===== src/rtl/instruction_fetch_unit_if.sv =====
// Bundles the instruction-memory port, the IF/ID output and the redirect/stall controls.
// The master side is the fetch unit; the slave side is the memory, hazard unit and pipeline.
interface instruction_fetch_unit_if;
  logic        hold;
  logic        branch_taken;
  logic [31:0] branch_target;
  logic [31:0] imem_addr;
  logic        imem_read;
  logic [31:0] imem_readdata;
  logic        imem_busywait;
  logic [31:0] if_pc;
  logic [31:0] if_instruction;
  logic        if_valid;

  modport master (
    input  hold, branch_taken, branch_target, imem_readdata, imem_busywait,
    output imem_addr, imem_read, if_pc, if_instruction, if_valid
  );

  modport slave (
    output hold, branch_taken, branch_target, imem_readdata, imem_busywait,
    input  imem_addr, imem_read, if_pc, if_instruction, if_valid
  );
endinterface


===== src/rtl/instruction_fetch_unit.sv =====
// IF stage: owns the PC, drives the instruction-memory read port and feeds IF/ID.
// A one-entry buffer keeps a returned word across HOLD so it is never re-fetched.
module instruction_fetch_unit #(
  parameter logic [31:0] RESET_PC  = 32'h0000_0000,
  parameter logic [31:0] NOP_INSTR = 32'h0000_0013
) (
  input logic                      clk,
  input logic                      reset,
  instruction_fetch_unit_if.master bus
);

  typedef enum logic [1:0] {StFetch, StDiscard, StHeld} state_e;

  state_e      state_q, state_d;
  logic [31:0] pc_q, pc_d;
  logic [31:0] buf_q, buf_d;
  logic [31:0] redirect_pc_q, redirect_pc_d;
  logic [31:0] target;
  logic [31:0] pc_plus4;

  assign target   = bus.branch_target & ~32'h0000_0003;
  assign pc_plus4 = pc_q + 32'd4;

  assign bus.imem_addr = pc_q;
  assign bus.if_pc     = pc_q;

  always_comb begin
    state_d            = state_q;
    pc_d               = pc_q;
    buf_d              = buf_q;
    redirect_pc_d      = redirect_pc_q;
    bus.imem_read      = 1'b0;
    bus.if_valid       = 1'b0;
    bus.if_instruction = NOP_INSTR;

    unique case (state_q)
      StFetch: begin
        bus.imem_read = 1'b1;
        if (bus.branch_taken) begin
          if (bus.imem_busywait) begin
            redirect_pc_d = target;
            state_d       = StDiscard;
          end else begin
            pc_d = target;
          end
        end else if (!bus.imem_busywait) begin
          bus.if_valid       = 1'b1;
          bus.if_instruction = bus.imem_readdata;
          if (bus.hold) begin
            buf_d   = bus.imem_readdata;
            state_d = StHeld;
          end else begin
            pc_d = pc_plus4;
          end
        end
      end
      StDiscard: begin
        // Stale access must complete at a stable address; its data is dropped.
        bus.imem_read = 1'b1;
        if (!bus.imem_busywait) begin
          pc_d    = bus.branch_taken ? target : redirect_pc_q;
          state_d = StFetch;
        end else if (bus.branch_taken) begin
          redirect_pc_d = target;
        end
      end
      StHeld: begin
        if (bus.branch_taken) begin
          pc_d    = target;
          state_d = StFetch;
        end else begin
          bus.if_valid       = 1'b1;
          bus.if_instruction = buf_q;
          if (!bus.hold) begin
            pc_d    = pc_plus4;
            state_d = StFetch;
          end
        end
      end
      default: state_d = StFetch;
    endcase

    if (reset) begin
      bus.imem_read      = 1'b0;
      bus.if_valid       = 1'b0;
      bus.if_instruction = NOP_INSTR;
    end
  end

  always_ff @(posedge clk) begin
    if (reset) begin
      state_q       <= StFetch;
      pc_q          <= RESET_PC;
      buf_q         <= 32'h0;
      redirect_pc_q <= 32'h0;
    end else begin
      state_q       <= state_d;
      pc_q          <= pc_d;
      buf_q         <= buf_d;
      redirect_pc_q <= redirect_pc_d;
    end
  end

endmodule


===== src/flat_wrapper.sv =====
// flat-port wrapper written by rule: the top's interface ports become plain ports
module instruction_fetch_unit_flat 
#(
  parameter logic [31:0] RESET_PC  = 32'h0000_0000,
  parameter logic [31:0] NOP_INSTR = 32'h0000_0013
)
  (clk, reset, bus_hold, bus_branch_taken, bus_branch_target, bus_imem_readdata, bus_imem_busywait, bus_imem_addr, bus_imem_read, bus_if_pc, bus_if_instruction, bus_if_valid);
  instruction_fetch_unit_if bus_i ();
  input logic clk;
  input logic reset;
  input wire logic [$bits(bus_i.hold)-1:0] bus_hold;
  input wire logic [$bits(bus_i.branch_taken)-1:0] bus_branch_taken;
  input wire logic [$bits(bus_i.branch_target)-1:0] bus_branch_target;
  input wire logic [$bits(bus_i.imem_readdata)-1:0] bus_imem_readdata;
  input wire logic [$bits(bus_i.imem_busywait)-1:0] bus_imem_busywait;
  output wire logic [$bits(bus_i.imem_addr)-1:0] bus_imem_addr;
  output wire logic [$bits(bus_i.imem_read)-1:0] bus_imem_read;
  output wire logic [$bits(bus_i.if_pc)-1:0] bus_if_pc;
  output wire logic [$bits(bus_i.if_instruction)-1:0] bus_if_instruction;
  output wire logic [$bits(bus_i.if_valid)-1:0] bus_if_valid;
  assign bus_i.hold = bus_hold;
  assign bus_i.branch_taken = bus_branch_taken;
  assign bus_i.branch_target = bus_branch_target;
  assign bus_i.imem_readdata = bus_imem_readdata;
  assign bus_i.imem_busywait = bus_imem_busywait;
  assign bus_imem_addr = bus_i.imem_addr;
  assign bus_imem_read = bus_i.imem_read;
  assign bus_if_pc = bus_i.if_pc;
  assign bus_if_instruction = bus_i.if_instruction;
  assign bus_if_valid = bus_i.if_valid;
  instruction_fetch_unit #(.RESET_PC(RESET_PC), .NOP_INSTR(NOP_INSTR)) u_core (.clk(clk), .reset(reset), .bus(bus_i));
endmodule

===== config.mk =====
export PLATFORM = sky130hd
export DESIGN_NAME = instruction_fetch_unit_flat
export DESIGN_NICKNAME = d
export VERILOG_FILES = /design/src/rtl/instruction_fetch_unit_if.sv /design/src/rtl/instruction_fetch_unit.sv /design/src/flat_wrapper.sv
export SDC_FILE = /design/constraint.sdc
export NUM_CORES = 1
export LEC_CHECK = 0
export ABC_AREA = 1
export CAP_MARGIN = 30
export CELL_PAD_IN_SITES_DETAIL_PLACEMENT = 0
export CELL_PAD_IN_SITES_GLOBAL_PLACEMENT = 2
export CORE_AREA = 2 2 184 132
export DETAILED_ROUTE_END_ITERATION = 12
export DIE_AREA = 0 0 186 134
export GPL_ROUTABILITY_DRIVEN = 0
export HOLD_SLACK_MARGIN = 0.06
export PLACE_DENSITY = 0.81
export SYNTH_ARGS = -nofsm -noshare
export SYNTH_HDL_FRONTEND = slang
export SYNTH_SLANG_ARGS = --single-unit

===== constraint.sdc =====
create_clock -name clk -period 3.8 [get_ports clk]
set_clock_uncertainty 0.15 [all_clocks]
set_input_delay 0.38 -clock clk [delete_from_list [all_inputs] [get_ports clk]]
set_output_delay 0.38 -clock clk [all_outputs]
set_load 0.02 [all_outputs]

==> Yosys cells after proc, flatten, opt, wreduce, memory -nomap -nowiden <==
Cells that the tools add are included.
{ "word_totals": {"reg_bits": 98} }
{ "classes": {"n_bitwise": 2, "n_mux": 32, "add_sub_neg": 1, "reduce_logical": 8, "n_eq_ne": 11} }
{ "ops": {"columns": ["operator", "n"], "rows": [
  ["$mux W32", 14],
  ["$pmux W32 S2", 2],
  ["$pmux W32 S3", 1],
  ["$add A32 B3 Y32 const B", 1],
  ["$mux W2", 7],
  ["$ne A3 B3 Y1 const B", 4],
  ["$ne A2 B2 Y1 const B", 5],
  ["$reduce_and A4 Y1", 2],
  ["$mux W1", 6],
  ["$pmux W2 S3", 1],
  ["$reduce_and A5 Y1", 1],
  ["$reduce_and A3 Y1", 1],
  ["$reduce_bool A3 Y1", 1],
  ["$eq A2 B1 Y1 const B", 1],
  ["$eq A2 B2 Y1 const B", 1],
  ["$logic_not A2 Y1", 1],
  ["$not A1 Y1", 2],
  ["$pmux W1 S2", 1],
  ["$reduce_bool A2 Y1", 1],
  ["$reduce_or A2 Y1", 1]
]} }

==> Depth between registers and ports, before layout <==
Gate-level depths: netlist of run 1.
{ "logic_depth": {"depth_word": 5, "mapped_depth": 12, "depth_no_buf": 12} }

==> Worst setup path after synthesis of run 1 <==
OpenSTA, ideal clock, no wires.
{ "synth_path": {"path_type": "input to output", "startpoint": "input bus_branch_taken", "endpoint": "output bus_if_instruction[11]", "required_time_ns": 3.270, "arrival_ns": 1.467, "slack_ns": 1.803, "cell_stages": 6, "path_cell_list": "buf_4 > inv_2 > buf_2 > buf_2 > nand4_1 > a21oi_1"} }
{ "synth_via": {"elab_chain_cells": 3} }
{ "synth_lines": {"columns": ["element", "line", "text"], "rows": [
  ["from (decl)", "flat_wrapper.sv:12", "input wire logic [$bits(bus_i.branch_taken)-1:0] bus_branch_taken;"],
  ["$mux W32, on equally long branches", "instruction_fetch_unit.sv:68, instruction_fetch_unit.sv:39", null],
  ["$pmux W32 S2 (*)", "instruction_fetch_unit.sv:36", "unique case (state_q)"],
  ["$mux W32 (*)", "instruction_fetch_unit.sv:83", "if (reset) begin"],
  ["to (decl)", "flat_wrapper.sv:19", "output wire logic [$bits(bus_i.if_instruction)-1:0] bus_if_instruction;"]
]} }
Every way passes the cells marked *; elsewhere a longest branch is shown, timed or not.

==> Final worst setup path of run 1 <==
{ "layout_path": {"startpoint": "register u_core.state_q[0]", "endpoint": "output bus_if_instruction[5]"} }
{ "layout_via": {"elab_chain_cells": 3} }
{ "layout_lines": {"columns": ["element", "line", "text"], "rows": [
  ["from (decl)", "instruction_fetch_unit.sv:14", "state_e state_q, state_d;"],
  ["from (signal assigned)", "instruction_fetch_unit.sv:92", "state_q <= StFetch;"],
  ["from (signal assigned)", "instruction_fetch_unit.sv:97", "state_q <= state_d;"],
  ["$eq A2 B2 Y1 / $logic_not A2 Y1 (equally long branches)", "instruction_fetch_unit.sv:36", null],
  ["$pmux W32 S2 (*)", "instruction_fetch_unit.sv:36", null],
  ["$mux W32 (*)", "instruction_fetch_unit.sv:83", null]
]} }
Marks and branches as above.

==> flow_metrics.py, run 1 <==
metrics = {
    "sta": {
        "setup_viol": 0,
        "slew_viol_final": 0,
        "finalCriticalPeriod_ns": 2.98,
        "tightest_slew_ns": 0.818,
        "max_freq_ghz": 0.336,
        "post-route-period-util": 0.784,
        "finalSetupTns_ns": 0,
        "rsz0062_at_grt": "no",
        "finalHoldViolCount": 0,
        "slew_headroom": 0.454,
    },
    "yosys": {
        "synth_flop_cell": "dfxtp_1",
        "syn_avg_cell_area_sq_um": 6.31,
        "ys_seq_area_frac": 0.318,
        "yosysMostFrequentCell": "nand2_1",
        "netlist_instances": 978,
        "yosys-top-cells-area": "dfxtp_1, nand2_1, a21oi_1",
        "synth_top_area_frac": 0.318,
        "ys_top_cells_by_count": "nand2_1, a21oi_1, dfxtp_1",
        "synth_top_cell_by_area": "dfxtp_1",
        "yosysWarnings": 0,
        "synthArstFlopShare": 0,
        "synth_edf_count": 0,
        "synth-seq-cells": 98,
        "syn_nets": 1048,
        "netlist_area_sq_um": 6180,
        "synth.distinct_cells": 34,
    },
    "power_and_ir_drop": {
        "power_uw": 2740,
        "power.density_nw_per_um2": 341,
        "peakVddDrop_mv": 0.200,
        "leakage_uw": 0.00284,
    },
    "detailed_routing": {
        "wl_per_cell_um": 15.9,
        "first_iter_violations": 492,
        "via_per_inst": 4.83,
        "drt_wl_total_mm": 22.1,
        "num_vias": 6712,
        "dr.pass1.iters": 5,
        "final_antenna_net_count": 0,
        "drc": 0,
    },
    "clock_network": {
        "clock-sinks": 98,
        "post_cts_resized": 0,
        "htree_levels": 3,
        "post-cts-setup-buffers": 0,
        "cts.reportedPaths.clkPinSlew_ns": 0.07,
        "holdBufCountCts": 0,
        "cts-buffers-inserted": 9,
        "ctsRootBufferMaster": "clkbuf_16",
        "cts_tree": "built",
        "cts_buffer_depth": 2,
        "clk-insertion-delay-late_ns": 0.35,
    },
    "floorplanning": {
        "die_w_um": 186,
        "die_area_sq_um": 24900,
        "io_pins": 167,
        "start_util": 0.266,
        "core-area_sq_um": 23200,
        "placementRows": 47,
        "die_h_um": 134,
    },
    "final_layout": {
        "fillerInstances": 2512,
        "multi_input_area_sq_um": 3420,
        "regArea_sq_um": 1960,
        "drive_gt1_frac": 0.0690,
        "syn_to_final_growth_pct": 30.1,
        "antenna_cells": 0,
        "nNetsFinal": 1138,
    },
    "min_path": {
        "min-delay-path-class": "reg2reg",
    },
    "global_route": {
        "grt_pass1_vias": 6054,
        "grt_max_degree": 55,
        "grt_usage": 0.175,
        "antenna_found_initial": 0,
        "grt_pass1_wl_mm": 34.3,
        "grt_overflow": 0,
    },
    "run": {
        "max-cap-violations": 0,
    },
    "place": {
        "dpl.hpwl_mm": 14.5,
        "port_buffers": 164,
    },
    "setup_path": {
        "start_kind": "flop",
        "cp_max_fo": 32,
        "arrival_ns": 2.45,
        "worstPathRequired_ns": 3.27,
        "end_kind": "primary output",
        "path_class": "reg2out",
    },
    "status": {
        "outcome": "complete, no violations",
    },
}
[metrics by stage]
step / util / cell area [sq um] / setup slack (ns) / hold slack [ns] / instances
final: 0.346 / 8040 / 0.822 / 0.316 / 1391
after floorplan: - / 6180 / 1.80 / 0.291 / 978
after global routing: 0.346 / 8040 / 0.604 / 0.329 / 1391
after global placement: 0.333 / 7750 / 0.986 / 0.300 / 1375
after CTS: 0.346 / 8040 / 0.768 / 0.317 / 1391
after detailed placement: 0.333 / 7750 / 0.984 / 0.306 / 1375
[flip-flops by register name, indices dropped and copies added (netlist names)]
signal / count
u_core.buf_q: 32
u_core.redirect_pc_q: 32
u_core.state_q: 2
u_core.bus.if_pc: 32
[critical path, cell delays in order (launching register included)]
cell             delay [ns]
dfxtp_1                0.39
nor2_4                 0.68
nand3_1                0.16
a21oi_1                0.23
clkdlybuf4s50_1        0.64
[final timing paths]
check	slack (ns)	endpoint	cells after the start	from
worst max-delay path	0.82	bus_if_instruction[5]	4	u_core.state_q[0]
worst max register to register	1.41	u_core.redirect_pc_q[18]	7	u_core.state_q[0]
worst min register to register	0.32	u_core.buf_q[26]	2	u_core.buf_q[26]
worst min-delay path	0.32	u_core.buf_q[26]	2	u_core.buf_q[26]
[routing by layer]
layer  global-route usage  wire length [um]
met2                0.240              9100
met1                0.281             11700
met5                    0                 0
met3               0.0348              1160
met4               0.0267                93
[layout by cell type, fill, tap and decap left out, drive strengths merged]
cell           count
nand2            295
a21oi            165
clkdlybuf4s50    162
dfxtp             98
o21ai             71
nor2              71
inv               59
nand3             55
nand4             29
buf               16
a31oi             11
clkbuf            11
a221oi             6
clkinvlp           4
o22ai              3
nand3b             3
xor2               3
and2               2
xnor2              2
or2                2
clkinv             2
nor3               1
o21bai             1
ha                 1
[layout make-up]
type,instances,share of cell area
repair buffers,178,0.216
multi-input cells,721,0.426
flip-flops and latches,98,0.244
well taps,318,0.0495
clock buffers,11,0.0314
clock inverters,5,0.00483
inverters,60,0.0280
[report_power, final]
group	total, uW	switching [uW]	internal [uW]
clock	926	443	482
sequential	1170	78.8	1090
combinational	646	375	271
[logic make-up (layout without fill, tap and decap cells)]
| logic type | after synthesis | in the layout | share of synthesized area |
|---|---|---|---|
| AOI/OAI and AO/OA | 257 | 257 | 0.218 |
| and+or+nand+nor | 458 | 458 | 0.327 |
| buffers and inverters | 159 | 254 | 0.128 |
| xor gates and xnor gates | 5 | 5 | 0.00709 |
| adders and majority gates | 1 | 1 | 0.00203 |
| DFF | 98 | 98 | 0.318 |
No activity file was read; power rests on OpenSTA's default activity.
==> run 2: changes to the inputs <==
CORE_AREA = 2 2 191 137   (was 2 2 184 132)
DIE_AREA = 0 0 193 139   (was 0 0 186 134)
PLACE_DENSITY = 0.76   (was 0.81)
clock period = 2.8 ns   (was 3.8 ns; I/O delays follow)
==> flow_metrics.py, run 2 (synthesis gave the netlist of run 1 again) <==
metrics = {
    "status": {
        "outcome": "complete, no violations",
    },
    "place": {
        "port_buffers": 164,
        "dpl.hpwl_mm": 15.1,
        "post-place-ws_ns": 0.427,
        "place_area_sq_um": 7830,
    },
    "global_route": {
        "grt_overflow": 0,
        "grt_max_degree": 55,
        "grt_pass1_wl_mm": 35.8,
        "antenna_found_initial": 1,
        "grt_pass1_vias": 6281,
        "grt_usage": 0.171,
    },
    "run": {
        "max-cap-violations": 0,
    },
    "sta": {
        "finalHoldViolCount": 0,
        "setup_viol": 0,
        "finalSetupTns_ns": 0,
        "max_freq_ghz": 0.390,
        "setup_ws_ns": 0.236,
        "post-route-period-util": 0.916,
        "hold_slack_ns": 0.238,
        "slew_headroom": 0.568,
        "finalCriticalPeriod_ns": 2.56,
        "tightest_slew_ns": 0.647,
        "slew_viol_final": 0,
        "rsz0062_at_grt": "no",
    },
    "clock_network": {
        "cts_tree": "built",
        "clock-sinks": 98,
        "cts-buffers-inserted": 9,
        "ctsRootBufferMaster": "clkbuf_16",
        "htree_levels": 3,
        "cts.reportedPaths.clkPinSlew_ns": 0.07,
        "cts_buffer_depth": 2,
        "holdBufCountCts": 0,
        "clk-insertion-delay-late_ns": 0.36,
    },
    "floorplanning": {
        "core-area_sq_um": 25100,
        "placementRows": 49,
        "io_pins": 167,
        "die_area_sq_um": 26800,
        "die_w_um": 193,
        "die_h_um": 139,
        "start_util": 0.246,
    },
    "setup_path": {
        "start_kind": "flop",
        "path_class": "reg2out",
        "r2r_cells": 10,
        "cp_max_fo": 31,
        "crit_chain": "nor2_2, buf_6, nand4_1, a21oi_1, clkdlybuf4s50_1",
        "worstPathRequired_ns": 2.37,
        "end_kind": "primary output",
        "arrival_ns": 2.13,
        "crit_slowest_cell": "clkdlybuf4s50_1",
        "slowest_delay_ns": 0.63,
    },
    "power_and_ir_drop": {
        "peakVddDrop_mv": 0.286,
        "leakage_uw": 0.00287,
        "power.density_nw_per_um2": 458,
    },
    "detailed_routing": {
        "drt_wl_total_mm": 23.0,
        "dr.pass1.iters": 5,
        "first_iter_violations": 453,
        "final_antenna_net_count": 0,
        "via_per_inst": 4.76,
        "wl_per_cell_um": 16.4,
        "drc": 0,
        "num_vias": 6688,
    },
    "final_layout": {
        "most-common-layout-cells": "nand2_1, clkdlybuf4s50_1, a21oi_1",
        "stdcell_area_sq_um": 8110,
        "nNetsFinal": 1140,
        "drive_gt1_frac": 0.0689,
        "final_common_cell": "nand2_1",
        "syn_to_final_growth_pct": 31.2,
    },
    "min_path": {
        "whs_path_depth": 3,
        "min-delay-path-class": "in2reg",
    },
}
==> run 2: cell types whose count changed in the layout (fill, tap and decap cells not counted), sizes merged <==
cell	change
clkinvlp	-4
buf	+2
clkinv	+2
clkbuf	+1
diode	+1
==> run 2: what timing repair did <==
action / CTS / global route
setup endpoints to repair: 0 / 5
gates resized for setup: 0 / 1
setup buffers: 0 / 0
hold endpoints to repair: 0 / 0
==> run 2: worst paths after layout <==
path | from | slack (ns) | to
worst min-delay path | reset | 0.24 | u_core.buf_q[3]
worst max register to register | u_core.bus.if_pc[3] | 0.71 | u_core.bus.if_pc[14]
worst max-delay path | u_core.state_q[0] | 0.24 | bus_if_instruction[13]
worst min register to register | u_core.redirect_pc_q[0] | 0.31 | u_core.redirect_pc_q[0]
==> run 2: stage by stage <==
stage / cells / power, uW / util
after detailed placement: 1390 / 2520 / 0.311
final: 1406 / 3710 / 0.322
after global routing: 1406 / 3920 / 0.322
after global placement: 1390 / 2520 / 0.311
after floorplan: 978 / 2140 / -
after CTS: 1405 / 3770 / 0.322
==> run 2: cell type report <==
type	count	area (sq um)
Tap cell	331	414
Timing Repair Buffer	180	1810
Antenna cell	1	2.50
Clock inverter	3	15.0
Fill cell	2819	17000
Multi-Input combinational cell	721	3420
Sequential cell	98	1960
Clock buffer	12	256
Inverter	60	225
==> run 2: per-layer routing <==
layer  global-route usage  up-vias  wire length, um
met2                0.240      142             9540
li1                     -     3400                -
met5                    0        -                0
met1                0.264     3133            12300
met4               0.0379        0              203
met3               0.0321       13              969
==> run 2: worst max-delay path, delay by kind of cell (launching register included) <==
kind	cells	cell delay [ns]
AOI/OAI and AO/OA	1	0.20
buffers and inverters	2	0.92
DFF	1	0.40
and+or+nand+nor	2	0.25
==> run 2: report_power, final <==
group / switching, uW / internal, uW / total (uW)
clock network: 580 / 644 / 1220
logic: 518 / 381 / 898
registers: 106 / 1480 / 1590
==> run 3: changes to the inputs <==
ABC_AREA = 0   (was 1)
CORE_AREA = 5 5 116 201   (was 2 2 191 137)
DIE_AREA = 0 0 121 206   (was 0 0 193 139)
==> flow_metrics.py, run 3 <==
metrics = {
    "detailed_routing": {
        "final_antenna_net_count": 0,
        "drc": 0,
        "dr.pass1.iters": 4,
        "first_iter_violations": 283,
        "via_per_inst": 4.88,
        "drt_wl_total_mm": 19.5,
        "wl_per_cell_um": 17.1,
        "num_vias": 5562,
    },
    "global_route": {
        "grt_overflow": 0,
        "grt_pass1_vias": 5443,
        "antenna_found_initial": 0,
        "grt_usage": 0.155,
        "grt_max_degree": 71,
        "grt_pass1_wl_mm": 30.2,
    },
    "place": {
        "placed_cells": 1124,
        "port_buffers": 164,
        "dpl.hpwl_mm": 13.5,
        "place_area_sq_um": 7060,
    },
    "final_layout": {
        "drive_gt1_frac": 0.0625,
        "instances_no_fill": 1140,
        "fillerInstances": 2314,
        "antenna_cells": 0,
        "final_common_cell": "nand2_1",
        "nNetsFinal": 914,
        "most-common-layout-cells": "nand2_1, clkdlybuf4s50_1, dfxtp_1",
        "stdcell_area_sq_um": 7390,
        "syn_to_final_growth_pct": 40.0,
    },
    "clock_network": {
        "ctsRootBufferMaster": "clkbuf_16",
        "cts-buffers-inserted": 9,
        "clock-sinks": 98,
        "post-cts-setup-buffers": 0,
        "htree_levels": 3,
        "cts.reportedPaths.clkPinSlew_ns": 0.07,
        "cts_tree": "built",
        "cts_buffer_depth": 2,
        "clk-insertion-delay-late_ns": 0.34,
    },
    "status": {
        "outcome": "complete, no violations",
    },
    "yosys": {
        "synth_top_area_frac": 0.372,
        "syn_avg_cell_area_sq_um": 7.18,
        "synth_edf_count": 0,
        "synth_top_cell_by_area": "dfxtp_1",
        "synthArstFlopShare": 0,
        "syn_nets": 805,
        "netlist_area_sq_um": 5280,
        "synth.distinct_cells": 56,
        "yosysMostFrequentCell": "nand2_1",
        "synth-seq-cells": 98,
        "netlist_instances": 735,
        "ys_seq_area_frac": 0.372,
        "synth_flop_cell": "dfxtp_1",
        "yosysWarnings": 0,
        "ys_top_cells_by_count": "nand2_1, dfxtp_1, a21oi_1",
        "yosys-top-cells-area": "dfxtp_1, nand2_1, a21oi_1",
    },
    "setup_path": {
        "end_kind": "primary output",
        "cpLargestDelayFamily": "buffers and inverters",
        "crit_buf_inv": 2,
        "path_class": "reg2out",
        "cp_max_fo": 31,
        "crit_cells": 5,
        "crit_chain": "nor4_4, buf_12, a22oi_1, nor2_1, clkdlybuf4s50_1",
        "worstPathRequired_ns": 2.37,
        "crit_slowest_cell": "clkdlybuf4s50_1",
        "r2r_cells": 5,
        "slowest_delay_ns": 0.61,
        "start_kind": "flop",
        "arrival_ns": 2.21,
    },
    "power_and_ir_drop": {
        "power.internal_uw": 2520,
        "combPwrFrac": 0.207,
        "swShare": 0.294,
        "clkPwrFrac": 0.363,
        "pwr-share-seq": 0.430,
        "leakage_uw": 0.00245,
        "p_switching_uw": 1050,
        "power.density_nw_per_um2": 484,
        "peakVddDrop_mv": 0.240,
    },
    "sta": {
        "rsz0062_at_grt": "no",
        "post-route-period-util": 0.942,
        "slew_viol_final": 0,
        "max_freq_ghz": 0.379,
        "finalSetupTns_ns": 0,
        "slew_headroom": 0.445,
        "setup_viol": 0,
        "finalHoldViolCount": 0,
        "finalCriticalPeriod_ns": 2.64,
        "tightest_slew_ns": 0.832,
    },
    "floorplanning": {
        "placementRows": 71,
        "die_h_um": 206,
        "io_pins": 167,
        "die_area_sq_um": 24900,
        "die_w_um": 121,
        "start_util": 0.246,
        "core-area_sq_um": 21400,
    },
    "run": {
        "max-cap-violations": 0,
    },
    "min_path": {
        "whs_path_depth": 2,
        "min-delay-path-class": "reg2reg",
    },
}
run 3: per-layer routing:
metal / vias up / wire length (um) / track usage / share of wire
met4: 0 / 255 / 0.0389 / 0.013
met3: 16 / 748 / 0.0244 / 0.038
met5: - / 0 / 0 / 0
met2: 130 / 10600 / 0.298 / 0.54
li1: 2774 / - / - / -
met1: 2642 / 7890 / 0.174 / 0.40
run 3: final timing paths:
check | from | end | slack [ns]
worst max register to register | u_core.bus.if_pc[14] | u_core.bus.if_pc[29] | 0.44
worst min-delay path | u_core.redirect_pc_q[28] | u_core.redirect_pc_q[28] | 0.30
worst min register to register | u_core.redirect_pc_q[28] | u_core.redirect_pc_q[28] | 0.30
worst max-delay path | u_core.state_q[1] | bus_if_instruction[13] | 0.16
run 3: cell type report:
class	count	area, sq um	share of cell area
inverters	4	15.0	0.00203
repair buffers	192	1910	0.259
flip-flops and latches	98	1960	0.266
clock buffers	10	239	0.0324
well taps	292	365	0.0495
multi-input cells	539	2830	0.383
clock inverters	5	62.6	0.00847
run 3: logic make-up after synthesis:
group	Yosys count	synth area share
simple gates	322	0.270
compound gates	213	0.253
buf+inv	98	0.0975
flops	98	0.372
mux	2	0.00380
xor+xnor	1	0.00166
fa+ha+maj	1	0.00237
run 3: power by group through the flow:
stage | Sequential, uW | Combinational (uW) | Clock, uW
floorplan | 1580 | 374 | 0
global placement | 1570 | 748 | 0
detailed placement | 1570 | 750 | 0
CTS | 1540 | 755 | 1360
global route | 1550 | 811 | 1400
finish | 1540 | 741 | 1300
run 3: timing repair:
item,4_1_cts,5_1_grt
endpoints found under the setup margin,0,9
resized for setup,0,2
hold buffers,1,0
endpoints found under the hold margin,4,0
run 3: stage by stage:
stage	setup slack [ns]	power (uW)	util	hold slack, ns
floorplan	0.605	1960	-	0.266
global route	0.0178	3760	0.345	0.322
global placement	0.261	2320	0.329	0.291
detailed placement	0.292	2320	0.330	0.295
finish	0.163	3570	0.345	0.302
CTS	0.0812	3650	0.345	0.303
run 3: tightest hold or removal path, stage by stage (launching register included):
cell,delay [ns]
dfxtp_1,0.31
nand2_1,0.05
a21oi_1,0.05
